File: src/rtl/acia_6502_bus.sv
// acia_6502_bus: 8N1 serial port on the 6502 bus with a status/control register, a data register and a level IRQ.
// The TX side is a holding register feeding a shifter; the RX side is a 2-flop synchronised, mid-bit-sampling receiver.
module acia_6502_bus #(
    parameter int BAUD_DIV = 35
) (
    input  logic       clk,
    input  logic       reset,
    input  logic       cs,
    input  logic       we,
    input  logic       rs,
    input  logic [7:0] din,
    output logic [7:0] dout,
    output logic       irq,
    input  logic       rx,
    output logic       tx
);
    localparam int CW = $clog2(BAUD_DIV) + 1;
    localparam logic [CW-1:0] BIT_END = CW'(BAUD_DIV - 1);
    localparam logic [CW-1:0] HALF_END = CW'(BAUD_DIV / 2 - 1);
    typedef enum logic [1:0] {IDLE, START, DATA, STOP} state_t;
    state_t tx_state_q, tx_state_d, rx_state_q, rx_state_d;
    logic [CW-1:0] tx_cnt_q, tx_cnt_d, rx_cnt_q, rx_cnt_d;
    logic [2:0] tx_bit_q, tx_bit_d, rx_bit_q, rx_bit_d;
    logic [7:0] tx_hold_q, tx_hold_d, tx_sh_q, tx_sh_d, rx_sh_q, rx_sh_d;
    logic [7:0] rx_data_q, rx_data_d, dout_q, dout_d, status;
    logic tx_q, tx_d, tx_empty_q, tx_empty_d, rx_full_q, rx_full_d;
    logic oe_q, oe_d, fe_q, fe_d, rxie_q, rxie_d, txie_q, txie_d, irq_q, irq_d;
    logic rx_m_q, rx_s_q, rx_p_q;
    logic rd, rd_data, wr_ctrl, wr_data, clr, load, tick, rtick, rx_done, fe_set, oe_set;
    always_comb begin
        rd = cs & ~we;
        rd_data = rd & rs;
        wr_ctrl = cs & we & ~rs;
        wr_data = cs & we & rs;
        clr = wr_ctrl & din[0];
        status = {irq_q, 3'b0, fe_q, oe_q, tx_empty_q, rx_full_q};
        dout_d = rd ? (rs ? rx_data_q : status) : dout_q;
        rxie_d = wr_ctrl ? din[7] : rxie_q;
        txie_d = wr_ctrl ? din[6] : txie_q;
        irq_d = (rx_full_q & rxie_q) | (tx_empty_q & txie_q);
    end
    always_comb begin
        tx_state_d = tx_state_q;
        tx_cnt_d = tx_cnt_q;
        tx_bit_d = tx_bit_q;
        tx_sh_d = tx_sh_q;
        tx_hold_d = wr_data && tx_empty_q ? din : tx_hold_q;
        tx_empty_d = tx_empty_q & ~wr_data;
        tx_d = tx_q;
        load = 1'b0;
        tick = tx_cnt_q == BIT_END;
        if (tx_state_q != IDLE) tx_cnt_d = tick ? '0 : tx_cnt_q + 1'b1;
        case (tx_state_q)
            IDLE: load = ~tx_empty_q;
            START: if (tick) begin
                tx_state_d = DATA;
                tx_d = tx_sh_q[0];
            end
            DATA: if (tick) begin
                tx_sh_d = tx_sh_q >> 1;
                tx_bit_d = tx_bit_q + 1'b1;
                tx_state_d = tx_bit_q == 3'd7 ? STOP : DATA;
                tx_d = tx_bit_q == 3'd7 ? 1'b1 : tx_sh_q[1];
            end
            default: if (tick) begin
                tx_state_d = IDLE;
                tx_d = 1'b1;
                load = ~tx_empty_q;
            end
        endcase
        // The holding register is only emptied here, so a write and a load never coincide.
        if (load) begin
            tx_state_d = START;
            tx_sh_d = tx_hold_q;
            tx_empty_d = 1'b1;
            tx_cnt_d = '0;
            tx_bit_d = '0;
            tx_d = 1'b0;
        end
    end
    always_comb begin
        rx_state_d = rx_state_q;
        rx_cnt_d = rx_cnt_q + 1'b1;
        rx_bit_d = rx_bit_q;
        rx_sh_d = rx_sh_q;
        rx_done = 1'b0;
        fe_set = 1'b0;
        rtick = rx_cnt_q == BIT_END;
        case (rx_state_q)
            IDLE: begin
                rx_cnt_d = '0;
                rx_state_d = rx_p_q & ~rx_s_q ? START : IDLE;
            end
            START: if (rx_cnt_q == HALF_END) begin
                rx_cnt_d = '0;
                rx_bit_d = '0;
                rx_state_d = rx_s_q ? IDLE : DATA;
            end
            DATA: if (rtick) begin
                rx_cnt_d = '0;
                rx_sh_d = {rx_s_q, rx_sh_q[7:1]};
                rx_bit_d = rx_bit_q + 1'b1;
                rx_state_d = rx_bit_q == 3'd7 ? STOP : DATA;
            end
            default: if (rtick) begin
                rx_cnt_d = '0;
                rx_done = 1'b1;
                fe_set = ~rx_s_q;
                rx_state_d = IDLE;
            end
        endcase
        // A read landing on the completion cycle frees the register just in time.
        oe_set = rx_done & rx_full_q & ~rd_data;
        oe_d = oe_set | (oe_q & ~clr);
        fe_d = fe_set | (fe_q & ~clr);
        rx_data_d = rx_done & ~oe_set ? rx_sh_q : rx_data_q;
        rx_full_d = (rx_done & ~oe_set) | (rx_full_q & ~rd_data);
    end
    always_ff @(posedge clk) begin
        if (reset) begin
            tx_state_q <= IDLE;
            rx_state_q <= IDLE;
            tx_cnt_q <= '0;
            rx_cnt_q <= '0;
            tx_bit_q <= '0;
            rx_bit_q <= '0;
            tx_hold_q <= '0;
            tx_sh_q <= '0;
            rx_sh_q <= '0;
            rx_data_q <= '0;
            dout_q <= '0;
            tx_q <= 1'b1;
            tx_empty_q <= 1'b1;
            rx_full_q <= 1'b0;
            oe_q <= 1'b0;
            fe_q <= 1'b0;
            rxie_q <= 1'b0;
            txie_q <= 1'b0;
            irq_q <= 1'b0;
            rx_m_q <= 1'b1;
            rx_s_q <= 1'b1;
            rx_p_q <= 1'b1;
        end else begin
            tx_state_q <= tx_state_d;
            rx_state_q <= rx_state_d;
            tx_cnt_q <= tx_cnt_d;
            rx_cnt_q <= rx_cnt_d;
            tx_bit_q <= tx_bit_d;
            rx_bit_q <= rx_bit_d;
            tx_hold_q <= tx_hold_d;
            tx_sh_q <= tx_sh_d;
            rx_sh_q <= rx_sh_d;
            rx_data_q <= rx_data_d;
            dout_q <= dout_d;
            tx_q <= tx_d;
            tx_empty_q <= tx_empty_d;
            rx_full_q <= rx_full_d;
            oe_q <= oe_d;
            fe_q <= fe_d;
            rxie_q <= rxie_d;
            txie_q <= txie_d;
            irq_q <= irq_d;
            rx_m_q <= rx;
            rx_s_q <= rx_m_q;
            rx_p_q <= rx_s_q;
        end
    end
    assign dout = dout_q;
    assign irq = irq_q;
    assign tx = tx_q;
endmodule

File: config.mk
export PLATFORM = sky130hd
export DESIGN_NAME = acia_6502_bus
export DESIGN_NICKNAME = d
export VERILOG_FILES = /design/src/rtl/acia_6502_bus.sv
export SDC_FILE = /design/constraint.sdc
export NUM_CORES = 1
export LEC_CHECK = 0
export ABC_AREA = 1
export BUFFER_PORTS_ARGS = -buffer_cell sky130_fd_sc_hd__buf_2
export CORE_ASPECT_RATIO = 1.2
export CORE_MARGIN = 1
export CORE_UTILIZATION = 30
export DETAILED_ROUTE_END_ITERATION = 6
export PLACE_DENSITY = 0.57
export SYNTH_ARGS = -nofsm -noshare
export SYNTH_HDL_FRONTEND = slang
export SYNTH_SLANG_ARGS = --single-unit
File: constraint.sdc
create_clock -name clk -period 1.6 [get_ports clk]
set_clock_uncertainty 0.2 [all_clocks]
set_input_delay 0.08 -clock clk [delete_from_list [all_inputs] [get_ports clk]]
set_output_delay 0.08 -clock clk [all_outputs]
set_load 0.02 [all_outputs]
Word-level counts from Yosys, hierarchy flattened

Cells that the tools add are included.

Muxes and demuxes: 36
Equality and inequality tests: 12
Add/subtract/negate cells: 4
Bitwise gates (word level): 29
Reductions and logical operators: 18

Operator list:

| operator            | count |
|---|---|
| $mux 8              | 4 |
| $mux 7              | 3 |
| $and 1x1->1         | 16 |
| $add 7x1->7 const B | 2 |
| $eq 7x6->1 const B  | 2 |
| $mux 1              | 14 |
| $mux 2              | 7 |
| $pmux 7 s2          | 1 |
| $pmux 2 s3          | 2 |
| $reduce_and 2->1    | 5 |
| $not 1->1           | 9 |
| $reduce_bool 2->1   | 4 |
| $eq 7x5->1 const B  | 1 |
| $add 3x1->3 const B | 2 |
| $eq 3x3->1 const B  | 2 |
| $mux 3              | 2 |
| $ne 2x2->1 const B  | 3 |
| $pmux 3 s2          | 1 |
| $reduce_and 3->1    | 2 |
| $eq 2x1->1 const B  | 2 |
| $eq 2x2->1 const B  | 2 |
| $logic_not 2->1     | 2 |
| $or 1x1->1          | 4 |
| $reduce_or 2->1     | 2 |
| other kinds (5)     | 5 |

Word-level logic and storage cells: 122
Register bits: 75
Input bits: 14

Logic depth before layout (Yosys ltp)

Depth after elaboration: 8
Gate-level depth with buffers: 11
Gate-level depth less buffers: 11

Worst setup path before layout

Ideal clock, no wire load.

Path type: register -> register
Start: reg tx_state_q[0]
End: reg tx_sh_q[6]
Buffers on the path: 2
Slack: -76 ps
Data required time: 1267 ps
Arrival: 1342 ps
Stages on the path, launching flop included: 11
Cells stage by stage: dfxtp_1 inv_1 ha_1 buf_4 nor2_2 nor2_4 nand2_4 buf_6 nand2_2 nand2_1 a21oi_2

Longest elaborated chain between the ends: 5

RTL lines:

| element                                  | RTL line | RTL |
|---|---|---|
| start: declaration                       | 21       | `state_t tx_state_q, tx_state_d, rx_state_q, rx_state_d;` |
| start signal: assignment                 | 144      | `tx_state_q <= tx_state_d;` |
| $eq 2x2->1 or $eq 2x1->1 (tied branches) | 53       | `case (tx_state_q)` |
| $reduce_or 2->1 (no source line)         | --       |  |
| $pmux 1 s2                               | 53       |  |
| $reduce_bool 2->1 (no source line)       | --       |  |
| $reduce_and 2->1 (no source line)        | --       |  |
| end signal: assignment                   | 151      | `tx_sh_q <= tx_sh_d;` |
| end: declaration                         | 24       | `logic [7:0] tx_hold_q, tx_hold_d, tx_sh_q, tx_sh_d, rx_sh_q, rx_sh_d;` |

Several ways; a longest one is shown, not always the timed one.
A chain may end at the register's enable or synchronous reset.

Final worst setup path

Start: reg tx_state_q[0]
End: reg tx_sh_q[4]

Same word-level chain as after synthesis.

==> impl_metrics.ini <==
[timing]
fin_ws_ns = 0.02525
fin_crit_sh = 0.9842
relSlewSlack = 0.7394
hold_ws_ns = 0.01122
grt_setup_unrepaired = true
worst_pin_slew_ns = 0.3905
finalCriticalPeriod_ns = 1.575
clock.fmax_ghz = 0.6350
finalMaxSlewViolations = 0
final.setup.tns_ns = 0
setup_viol = 0
hold_violations = 0

[detailed_routing]
viasPerCell = 4.730
first_pass_iters = 4
first_iter_violations = 97
antenna_left = 0
drt_wl_total_um = 7811
vias = 2966
drc_errors = 0
wl_per_cell_um = 12.46

[logic_synthesis]
syn_area_per_cell_sq_um = 8.063
synth_nets = 441
yosysSeqAreaShare = 0.4498
yosysWarnings = 0
async_flop_share = 0
synthTopCellsByCount = 75 x dfxtp_1, 65 x nand2_1, 48 x a21oi_1, 42 x nand3_1, 39 x nor2_1
yosys.area.top_type = dfxtp_1
synth-edff-count = 0
synth_area_leaders = dfxtp_1 45%, nand2_1 7.3%, a21oi_1 7.2%
synth_top_area_frac = 0.4498
ys_ff_latch = 75
netlist_instances = 414
syn_area_sq_um = 3338
synth_most_common_cell = dfxtp_1
yosys.cell_types.count = 33
synth_ff_type = dfxtp_1

[cells_and_area]
fin_area_sq_um = 4553
antenna_cells = 0
final_util = 0.4267
multi_input_area_sq_um = 1803
fillCellCount = 1056
ff_latch_area_sq_um = 1513
area_delta_synth_final_pct = 36.39
drive_above_1_share = 0.3233
layout.nets = 520
layout.cells.non_filler = 627

[worst_setup_path]
worst_ep_arrival_time_ns = 1.65
reg2reg_from = tx_state_q[0]
cp.required_ns = 1.67
end_kind = flop
r2r-end = tx_sh_q[4]
cp_max_fo = 7
worstSetupPathType = flop to flop
cp-start-kind = flop
worst-path-buf-inv = 3
worst_path_dominant_cell_family = buffers and inverters
path_cells = inv_2, buf_4, ha_2, buf_4, nand4_1, nand2_2, nand2_2, a21oi_2
reg2reg_depth = 8
max_stage_delay_ns = 0.33
rrSetupSlack_ns = 0.03
slowest_stage = dfxtp_2

[clock_tree]
clkSinkCount = 75
htree_levels = 3
clockBufferDepth = 2
cts_inserted_buffers = 9
insertion_delay_ns = 0.34
clk_pin_slew_worst_paths_ns = 0.06
cts_tree = yes
cts-root-buf = clkbuf_16

[floorplanning]
core_sq_um = 10670
die_h_um = 117.6
die-area_sq_um = 11560
fp.dieW_um = 98.30
io_pins = 24
initial_core_util = 0.3129
fp-row-count = 41

[hold_path]
hp-start = we
holdCritPathClass = input port to flop
worst_hold_path.num_cells = 4
min_to = fe_q

[placed_design]
dp_hpwl_um = 5270
gp_congestion = 0.8106
postPlaceCellArea_sq_um = 3761
dp_cells = 580
place_ws_ns = -0.05294
numPortBuffers = 23

[pwr]
powerDensity_nw_per_um2 = 933.6
ir_drop_uv = 401.8
leakagePower_nw = 1.899
power_mw = 4.251

[global_route]
track_usage = 0.1376
grt_pass1_wl_um = 12680
grt_max_degree = 29
grt-ovfl-total = 0
grt_pass1_vias = 2750
antenna_found_initial = 0

[run_status]
status = finished clean

[job]
drv_cap = 0
[layout make-up]
cell class	instances	share of cell area
Tap cell	129	0.03545
Inverter	37	0.03160
Sequential cell	75	0.3322
Multi-Input combinational cell	290	0.3960
Timing Repair Buffer	80	0.1423
Clock buffer	9	0.04946
Clock inverter	7	0.01292
[cells in the final DEF, fill, tap and decap left out, types with 2 or more instances in the layout]
cell           netlist  routed
nand2_4              4       5
ha_4                 0       4
ha_1                13       6
o21ai_0             19      17
dfxtp_2              0       6
or2_2                3       3
nor2_1              39      37
buf_12               0       2
buf_4                3      34
dlygate4sd3_1        0      13
ha_2                 0       3
o21ai_1              7       9
a21oi_1             48      44
inv_1               33      22
a21oi_2              3       7
nand3_2              2       5
nand3_1             42      39
clkbuf_16            0       9
inv_4                0       2
nand3b_1             3       3
dfxtp_1             75      68
buf_2                4      23
xnor2_1              2       2
nand2_1             65      55
nor2_2               1       2
nand2_2              4      12
nand4_1             10      10
xor2_1               9       8
inv_2                4      13
buf_6                2       6
nor2_4               7       9
inv_6                0       3
[worst reg2reg max path: stages, from the launching register on]
cell	delay [ns]
dfxtp_2	0.33
inv_2	0.07
buf_4	0.11
ha_2	0.25
buf_4	0.18
nand4_1	0.12
nand2_2	0.09
nand2_2	0.05
a21oi_2	0.12
[power by group]
group          internal, mW  switching [mW]  total [mW]
Clock                  1.08           0.842        1.92
Sequential             1.92          0.0288        1.95
Combinational         0.171           0.216       0.387
[layer usage]
metal / track usage / up-vias / routed length [um]
met1: 0.1529 / 1371 / 3410
met4: 0.06063 / 0 / 212
met3: 0.03444 / 22 / 199
li1: - / 1536 / -
met5: 0 / - / 0
met2: 0.2456 / 37 / 3988
[registers in the layout, summed over array words and instances (netlist names)]
| register | count |
|---|---|
| rx_p_q | 1 |
| rx_m_q | 1 |
| tx_bit_q | 3 |
| tx_sh_q | 8 |
| tx_hold_q | 8 |
| tx_cnt_q | 7 |
| fe_q | 1 |
| rx_bit_q | 3 |
| rx_state_q | 2 |
| tx_state_q | 2 |
| tx_empty_q | 1 |
| rx_sh_q | 8 |
| txie_q | 1 |
| dout | 8 |
| rx_full_q | 1 |
| rx_data_q | 8 |
| rx_s_q | 1 |
| rxie_q | 1 |
| tx | 1 |
| irq | 1 |
| oe_q | 1 |
| rx_cnt_q | 7 |
[kinds of logic after synthesis]
logic type	Yosys count	share of synthesized area
flip-flops	75	0.4498
buffers and inverters	51	0.06671
AND/OR/NAND/NOR	184	0.2804
adder cells (fa/ha/maj)	13	0.04873
AO/OA/AOI/OAI	80	0.1256
XOR/XNOR	11	0.02886
[repair_timing]
item	CTS	global route
hold buffers	14	0
resized for setup	18	50
cloned	1	2
setup endpoints to repair	21	52
pin swaps	6	22
setup buffers	5	9
hold endpoints to repair	21	0
[how the worst max path moves through the flow]
| stage | slack, ns | endpoint | cells past startpoint | from |
|---|---|---|---|---|
| 2_1_floorplan | 0.02 | tx_sh_q[6] | 10 | tx_state_q[0] |
| 3_3_place_gp | -0.01 | tx_cnt_q[5] | 6 | tx_state_q[0] |
| 3_5_place_dp | -0.05 | tx_cnt_q[5] | 6 | tx_state_q[1] |
| 4_1_cts | 0.002 | tx_sh_q[2] | 9 | tx_cnt_q[0] |
| 5_1_grt | -0.1 | tx_sh_q[4] | 11 | tx_cnt_q[0] |
| 6_report | 0.03 | tx_sh_q[4] | 8 | tx_state_q[0] |
Power figures use the tool's default switching activity.
